`src/rtl/adc_spi_sequencer.sv`:
```
// adc_spi_sequencer: scans the enabled channels of an 8-input serial ADC over SPI
// and streams conversion results with a valid/ready handshake.
// Optional: define ADC_SEQ_OVERRUN_EN to build the sticky overrun flag.
`timescale 1ns/1ps
module adc_spi_sequencer #(
  parameter int unsigned NCH     = 8,
  parameter int unsigned DW      = 12,
  parameter int unsigned CLK_DIV = 4
) (
  input  logic          clk,
  input  logic          rst_n,
  input  logic          enable,
  input  logic [NCH-1:0] ch_mask,
  input  logic          sdat,
  output logic          saddr,
  output logic          sclk,
  output logic          cs_n,
  output logic [DW-1:0] out_data,
  output logic [2:0]    out_ch,
  output logic          out_valid,
  input  logic          out_ready,
  output logic          end_of_scan,
  output logic          busy,
  output logic          overrun
);

  localparam int unsigned DIV_W = (CLK_DIV > 1) ? $clog2(CLK_DIV) : 1;

  typedef enum logic [1:0] {IDLE, SETUP, FRAME, HOLD} state_t;

  state_t           r_state;
  logic [DIV_W-1:0] r_div;
  logic [4:0]       r_edge;
  logic             r_sclk;
  logic             r_cs_n;
  logic             r_saddr;
  logic             r_dummy;
  logic [2:0]       r_ptr;
  logic [2:0]       r_addr;
  logic [2:0]       r_data_ch;
  logic [DW-1:0]    r_shift;
  logic [DW-1:0]    r_data;
  logic [2:0]       r_ch;
  logic             r_valid;
  logic             r_eos;
  logic             r_busy;

  logic             w_div_end;
  logic             w_mask_any;
  logic             w_new_result;
  logic [DW-1:0]    w_shift_next;
  logic [2:0]       w_sel;
  logic [2:0]       w_ptr_next;
  logic [2:0]       w_high;
  logic [2:0]       w_low;
  logic [2:0]       w_first;
  logic             w_low_found;
  logic             w_first_found;

  assign w_div_end    = (r_div == DIV_W'(CLK_DIV - 1));
  assign w_mask_any   = |ch_mask;
  assign w_shift_next = (r_shift << 1) | DW'(sdat);
  assign w_new_result = (r_state == FRAME) && w_div_end && !r_sclk &&
                        (r_edge == 5'd31) && !r_dummy;

  // Channel selection: next set bit at or above the pointer, else wrap to lowest set bit
  always_comb begin
    w_low         = 3'd0;
    w_first       = 3'd0;
    w_high        = 3'd0;
    w_low_found   = 1'b0;
    w_first_found = 1'b0;
    for (int i = 0; i < int'(NCH); i++) begin
      if (ch_mask[i]) begin
        if (!w_low_found) begin
          w_low       = 3'(i);
          w_low_found = 1'b1;
        end
        if (!w_first_found && (3'(i) >= r_ptr)) begin
          w_first       = 3'(i);
          w_first_found = 1'b1;
        end
        w_high = 3'(i);
      end
    end
    w_sel      = w_first_found ? w_first : w_low;
    w_ptr_next = (w_sel == 3'(NCH - 1)) ? 3'd0 : w_sel + 3'd1;
  end

  // Sequencer FSM: SPI framing, address pipeline, result capture and handshake
  always_ff @(posedge clk) begin
    if (!rst_n) begin
      r_state   <= IDLE;
      r_div     <= '0;
      r_edge    <= '0;
      r_sclk    <= 1'b1;
      r_cs_n    <= 1'b1;
      r_saddr   <= 1'b0;
      r_dummy   <= 1'b1;
      r_ptr     <= '0;
      r_addr    <= '0;
      r_data_ch <= '0;
      r_shift   <= '0;
      r_data    <= '0;
      r_ch      <= '0;
      r_valid   <= 1'b0;
      r_eos     <= 1'b0;
      r_busy    <= 1'b0;
    end else begin
      r_eos <= 1'b0;
      if (r_valid && out_ready) r_valid <= 1'b0;
      case (r_state)
        IDLE: begin
          r_cs_n  <= 1'b1;
          r_sclk  <= 1'b1;
          r_saddr <= 1'b0;
          r_div   <= '0;
          if (enable && w_mask_any) begin
            r_state <= SETUP;
            r_cs_n  <= 1'b0;
            r_dummy <= 1'b1;
            r_busy  <= 1'b1;
          end
        end
        SETUP: begin
          if (w_div_end) begin
            r_state <= FRAME;
            r_div   <= '0;
            r_edge  <= '0;
          end else begin
            r_div <= r_div + DIV_W'(1);
          end
        end
        FRAME: begin
          if (w_div_end) begin
            r_div  <= '0;
            r_sclk <= ~r_sclk;
            r_edge <= r_edge + 5'd1;
            if (r_sclk) begin
              // falling edge: drive the address for the frame after this one
              case (r_edge)
                5'd4: begin
                  r_addr  <= w_sel;
                  r_saddr <= w_sel[2];
                  r_ptr   <= w_ptr_next;
                end
                5'd6:    r_saddr <= r_addr[1];
                5'd8:    r_saddr <= r_addr[0];
                default: r_saddr <= 1'b0;
              endcase
            end else begin
              r_shift <= w_shift_next;
              if (r_edge == 5'd31) begin
                if (w_new_result) begin
                  r_valid <= 1'b1;
                  r_data  <= w_shift_next;
                  r_ch    <= r_data_ch;
                  r_eos   <= (r_data_ch == w_high);
                end
                if (enable && w_mask_any) begin
                  r_dummy   <= 1'b0;
                  r_data_ch <= r_addr;
                end else begin
                  r_state <= HOLD;
                end
              end
            end
          end else begin
            r_div <= r_div + DIV_W'(1);
          end
        end
        HOLD: begin
          if (w_div_end) begin
            r_state <= IDLE;
            r_cs_n  <= 1'b1;
            r_busy  <= 1'b0;
            r_div   <= '0;
          end else begin
            r_div <= r_div + DIV_W'(1);
          end
        end
        default: r_state <= IDLE;
      endcase
    end
  end

`ifdef ADC_SEQ_OVERRUN_EN
  logic r_overrun;

  // Sticky flag: a pending result was overwritten before being accepted
  always_ff @(posedge clk) begin
    if (!rst_n) begin
      r_overrun <= 1'b0;
    end else if ((r_state == IDLE) && !enable) begin
      r_overrun <= 1'b0;
    end else if (w_new_result && r_valid && !out_ready) begin
      r_overrun <= 1'b1;
    end
  end

  assign overrun = r_overrun;
`else
  assign overrun = 1'b0;
`endif

  assign sclk        = r_sclk;
  assign cs_n        = r_cs_n;
  assign saddr       = r_saddr;
  assign out_data    = r_data;
  assign out_ch      = r_ch;
  assign out_valid   = r_valid;
  assign end_of_scan = r_eos;
  assign busy        = r_busy;

endmodule

```
`config.mk`:
```
export PLATFORM = sky130hd
export DESIGN_NAME = adc_spi_sequencer
export DESIGN_NICKNAME = d
export VERILOG_FILES = /design/src/rtl/adc_spi_sequencer.sv
export SDC_FILE = /design/constraint.sdc
export NUM_CORES = 1
export LEC_CHECK = 0
export CELL_PAD_IN_SITES_DETAIL_PLACEMENT = 2
export CELL_PAD_IN_SITES_GLOBAL_PLACEMENT = 2
export CORE_MARGIN = 1.5
export CORE_UTILIZATION = 28
export DETAILED_ROUTE_END_ITERATION = 16
export MAX_ROUTING_LAYER = met4
export PLACE_DENSITY = 0.74
export SKIP_LAST_GASP = 1
export SLEW_MARGIN = 20
export SYNTH_ARGS = -nofsm -noshare
export SYNTH_HDL_FRONTEND = slang
export SYNTH_SLANG_ARGS = --single-unit
```
`constraint.sdc`:
```
create_clock -name clk -period 5.3 [get_ports clk]
set_input_delay 0.53 -clock clk [delete_from_list [all_inputs] [get_ports clk]]
set_output_delay 0.53 -clock clk [all_outputs]
set_load 0.05 [all_outputs]
```
; ---- Word level (Yosys, flattened, before mapping)
; Index checks and enable logic that the tools add are counted.
[op_classes]
add_sub_neg = 3
n_lt_le_gt_ge = 8
n_eq_ne = 19
muxes = 96
n_bitwise = 7
reduce_logical = 40
[ops]
columns = op, n
row1 = 2-to-1 mux 3 bit, 32
row2 = 2-to-1 mux 1 bit, 45
row3 = 2-to-1 mux 2 bit, 8
row4 = "!= test 2 bit, second input constant", 7
row5 = logical AND 1 bit, 13
row6 = ">= comparator 3 bit, first input constant", 4
row7 = OR 12 x 1 -> 12 bit, 1
row8 = AND reduction 3 bit, 4
row9 = "equality test 5 x 3 -> 1 bit, second input constant", 2
row10 = 2-to-1 mux 5 bit, 2
row11 = case mux 1 bit (2 select lines), 5
row12 = case mux 5 bit (2 select lines), 1
row13 = AND reduction 5 bit, 2
row14 = zero test 1 bit, 9
row15 = case mux 2 bit (4 select lines), 1
row16 = OR reduction 8 bit, 1
row17 = AND reduction 7 bit, 1
row18 = "equality test 2 bit, second input constant", 3
row19 = ">= comparator 1 x 3 -> 1 bit, first input constant", 2
row20 = ">= comparator 2 x 3 -> 1 bit, first input constant", 2
row21 = inverter 1 bit, 6
row22 = AND reduction 6 bit, 1
row23 = nonzero test 2 bit, 3
row24 = OR reduction 6 bit, 1
row25 = other kinds (15), 17
[totals]
regBits = 51
output_inout_bits = 22
wordCells = 189

; ---- Depth between registers and ports, before layout
[logic_depth]
depth_word = 36
depth_mapped = 9
mapped_depth_nobuf = 8

; ---- Worst setup path before layout
; OpenSTA, ideal clock, no wires.
[synth_path]
path_type = in2reg
start = input ch_mask[4]
end = register r_ptr[0]
arrival_time_ns = 2.208
required_time_ns = 5.199
path_slack_ns = 2.991
cell_stages = 6
path_buffers = 0
path_cell_list = or4_4 -> nor2b_1 -> a2111oi_2 -> nor2_1 -> ha_1 -> o41ai_1
[synth_between]
elab_chain_cells = 16
word_cells_on_any_way = 34
[synth_lines]
columns = item, line_no
row1 = "start, declared", 13  ; input logic [NCH-1:0] ch_mask,
row2 = 2-to-1 mux 1 bit, 74  ; if (ch_mask[i]) begin
row3 = zero test 1 bit, 79  ; if (!w_first_found && (3'(i) >= r_ptr)) begin
row4 = logical AND 1 bit, 79
row5 = 2-to-1 mux 1 bit, 79
row6 = 2-to-1 mux 1 bit, 74
row7 = zero test 1 bit, 79
row8 = logical AND 1 bit, 79
row9 = 2-to-1 mux 1 bit, 79
row10 = 2-to-1 mux 1 bit, 74
row11 = zero test 1 bit, 79
row12 = logical AND 1 bit, 79
row13 = 2-to-1 mux 3 bit or 2-to-1 mux 1 bit (tied branches), 79
row14 = 2-to-1 mux 3 bit or 2-to-1 mux 1 bit (tied branches), 74
row15 = 2-to-1 mux 3 bit *, 86  ; w_sel = w_first_found ? w_first : w_low;
row16 = via w_sel[2], 52  ; logic [2:0] w_sel;
row17 = equality test 3 bit *, 87  ; w_ptr_next = (w_sel == 3'(NCH - 1)) ? 3'd0 : w_sel + 3'd1;
row18 = 2-to-1 mux 3 bit *, 87
row19 = "end signal, assigned", 145  ; r_ptr <= w_ptr_next;
row20 = "end, declared", 38  ; logic [2:0] r_ptr;
; Mark *: on every way through the listed nets, which the timed path passes. The rest lies on a longest branch.
; A chain may end at the register's enable or synchronous reset.

; ---- Worst setup path after layout
; Same ends and word-level chain as after synthesis.

==> results <==
- In this run the worst path has a maximum fanout of 7.
- The total via count in the routed design is 2240.
- The worst setup path is captured at a flip-flop.
- The setup check on the worst reg-to-reg path leaves a slack of 2820 ps.
- The number of nets handed over by synthesis was 336.
- The analysis attributes to cell leakage a power of 1.06 nW.
- The number of fillers in the final layout is 1003.
- Registers take 1020 µm².
- The startpoint of the tightest hold check path is r_div[0].
- Counting the buffers created by CTS gives 5.
- At the pin with the least slew margin, the transition time is 1000 ps.
- The total overflow left after global routing is 0.
- The worst pin sits at a relative slew slack of 32.8%.
- The synthesized design contains 0 enable-type register cells.
- The flow ran to the end, and the final reports show no timing, DRC or antenna violations.
- Cells fill 34.5% of the core in the end.
- The dominant cell type by area after synthesis is dfxtp_1.
- At the placement stage, the worst setup path has a slack of 2190 ps.
- The min-delay analysis places its worst path in the category reg2reg.
- The horizontal die dimension is 96.9 µm.
- Hold repair after CTS inserted 0 buffers.
- The clock tree synthesis step divided the H-tree into 2 levels.
- The first routing iteration left 37 violations.
- Buffers placed on the I/O ports in this run total 33.
- The cell chosen for the clock root is clkbuf_8.
- Dividing total power by cell area gives a power density of 295 nW/µm².
- The maximum buffer depth of the clock tree is 2.
- Clock latency on the worst-skew pair, taken at its later pin, is 310 ps.
- The number of antenna-violating nets in the routed design is 0.
- The fraction of final layout cells sized beyond drive strength 1 is 5.99%.
- The wire length of the first global-routing pass is 11.4 mm.
- After technology mapping, the gate count stands at 312.
- For the worst flop-to-flop path, the logic depth is 7.
- The CTS tree is yes.
- VDD sags by at most 0.000120 V.
- The final hold violation count is 0.
- Traced cell by cell, the critical path runs through clkdlybuf4s50_1, or4_4, nor2b_1, a2111oi_2, nor2_1, ha_1, o41ai_1.
- Entering global routing, the biggest net connects 46 pins.
- The Yosys step of the flow raised 0 warnings.
- The power after layout is 0.880 mW.
- Routability-driven placement finished with a final weighted congestion of 0.812.
- The setup total negative slack is 0 ps.
- The area added between synthesis and finish is 20.8%.
- The top-level I/O count is 35.
- The post-detailed-route via-to-cell ratio is 5.07.
- The count of different cell masters after synthesis is 49.
- In the routed design, unresolved DRC markers number 0.
- The core footprint is 8640 µm².
- The number of max-slew violations in the final report is 0.
- The multi-input combinational cells in the finished layout cover a total of 1330 µm².
- Setup violations remaining at the end of the flow were counted as 0.
- After the last flow step, the layout net total stands at 357.
- Setup repair after global routing left no endpoint under its margin.
- The nature of the critical path startpoint is an input pin.
- The initial standard-cell utilization of the core is 28.6%.
- The smallest clock period supported by the final layout is computed as 2800 ps.
- Once placement finished, the instance area stood at 2860 µm².
- After routing the design area is 2980 µm².
- The CTS sink count is 51.
- The number of antenna diodes in the final layout is 0.
- The mean instance size in the synthesized netlist is 7.92 µm².
- The first detailed-routing pass ran for 4 iterations.
- On the worst path, the slowest cell contributes a delay of 620 ps.
- The post-route clock skew is 2.82 ps.
- The via count of the first global-routing pass is 2334.
- The number of max-cap violations is 0.
- The final critical path takes up 52.9% of the cycle.
- The most used flip-flop cell after synthesis is dfxtp_1.
- The floorplan die area is 9390 µm².
- The critical path is of the in2reg type.
- The number of gates resized after CTS was 0.
- Counting flops with an async set or reset pin after synthesis yields a share of 0%.
- The mapped cell area is 2470 µm².
- Of the post-synthesis cell area, the dominant cell type holds 41.3%.
- The capturing point of the worst reg2reg path is end_of_scan.
- The number of antenna violations at the first check in global routing came to 0.
- The final critical-path setup slack is 2500 ps.
- By area the synthesized netlist is led by dfxtp_1 (41%), nand2_1 (10%), a21oi_1 (7.5%), ha_1 (5.6%), nor2_1 (3.5%).
- The cell family with the largest share of critical-path delay is simple AND/OR/NAND/NOR gates.
- Derived from the worst setup path, the maximum achievable clock frequency is 357 MHz.
- STA puts the critical path data required time at 5500 ps.
- The height of the die is 96.9 µm.
- The worst endpoint data arrival time is 3000 ps.
- The cell count of the worst hold path is 1.
- Once the clock tree was built, the setup fixing pass inserted 0 buffers.
- Clock-pin slew was measured on the worst setup and hold paths at 100 ps.
- In the global route stage, overall resource usage came out at 15.1%.
- Wires add up to 6.67 mm.
- The largest individual stage delay along the critical path comes from the cell or4_4.
- The startpoint of the most critical register-to-register path is r_edge[1].
- The row count is 34.
- The critical path buffer and inverter count is 1.
- The per-cell routed wire length is 15.1 µm.
- The capture endpoint of the worst hold path is r_div[0].
- After synthesis the netlist holds a flip-flop and latch count of 51.
- Detailed placement ended at an HPWL of 4.77 mm.
- The share of the Yosys chip area taken by registers is 41.3%.
cell usage after synthesis, drive strengths merged (2+ instances only):
master  instances
inv            13
a22oi           2
nor3b           3
dfxtp          51
or2             2
or4             3
nor2           23
clkbuf         15
or3b            3
buf             4
and3            2
a21o            2
nand3           7
nor2b           6
or3             2
ha             11
a32oi           2
nor4            2
xnor2           2
nand4           4
a21oi          37
nand2b          4
o21ai          13
a311oi          2
o31ai           3
mux2i           7
nand2          69
a211oi          2
flip-flops by register name, indices dropped and copies added (netlist names):
signal	flops
busy	1
cs_n	1
end_of_scan	1
out_ch	3
out_data	12
out_valid	1
r_addr	3
r_data_ch	3
r_div	2
r_dummy	1
r_edge	5
r_ptr	3
r_shift	11
r_state	2
saddr	1
sclk	1
layout by cell type, fill, tap and decap left out, types with 2 or more instances in the layout:
master / instances
o31ai_1: 3
dfxtp_1: 51
a311oi_1: 2
clkbuf_8: 6
a21oi_1: 37
or3_1: 2
nand2b_1: 4
ha_1: 11
or3b_2: 3
nor2_1: 23
or4_4: 2
a211oi_1: 2
nor3b_1: 2
nor4_1: 2
nand4_1: 4
a32oi_1: 2
nand3_1: 7
o21ai_0: 11
inv_1: 12
and3_1: 2
a21o_1: 2
a22oi_1: 2
xnor2_1: 2
clkdlybuf4s50_1: 33
mux2i_1: 7
nand2_1: 69
or2_2: 2
nor2b_1: 6
layer usage:
metal / vias up / wire, µm / track usage, %
met5: - / 0 / -
met4: 0 / 26 / 2.01
met2: 25 / 3250 / 24.3
met1: 1105 / 3240 / 19.9
li1: 1107 / - / -
met3: 3 / 151 / 3.32
how the worst max path moves through the flow:
stage	start	endpoint	slack [ps]	depth (start not counted)
after floorplan	ch_mask[4]	r_ptr[0]	2990	6
after global placement	ch_mask[4]	r_ptr[0]	2310	7
after detailed placement	ch_mask[4]	r_ptr[0]	2190	7
after CTS	ch_mask[4]	r_ptr[0]	2470	7
after global routing	ch_mask[4]	r_ptr[0]	2320	7
final	ch_mask[4]	r_ptr[0]	2500	7
final cells by class:
cell class	count	area share, %
timing repair buffer	33	11.1
sequential	51	34.2
inverter	13	1.64
clock inverter	2	1.30
clock buffer	6	2.77
tap	108	4.53
multi-input combinational	229	44.5
report_power, final:
group	leakage [nW]	internal (mW)	switching, mW
Combinational	0.590	0.0681	0.108
Clock	0.0618	0.156	0.139
Sequential	0.412	0.399	0.0111
Total	1.06	0.622	0.257
cell families after synthesis:
kind of cell | after synthesis | synth area share [%]
AOI/OAI and AO/OA | 74 | 18.8
xor gates and xnor gates | 2 | 0.709
adders and majority gates | 11 | 5.57
buffers and inverters | 32 | 5.17
DFF | 51 | 41.3
muxes | 8 | 3.29
other | 1 | 0.152
and+or+nand+nor | 133 | 25.0
through the flow:
stage               cells  hold WS (ps)
detailed placement    434           434
floorplan             312           407
global placement      434           417
global route          442           466
finish                442           443
CTS                   442           449
Power figures use the tool's default switching activity.
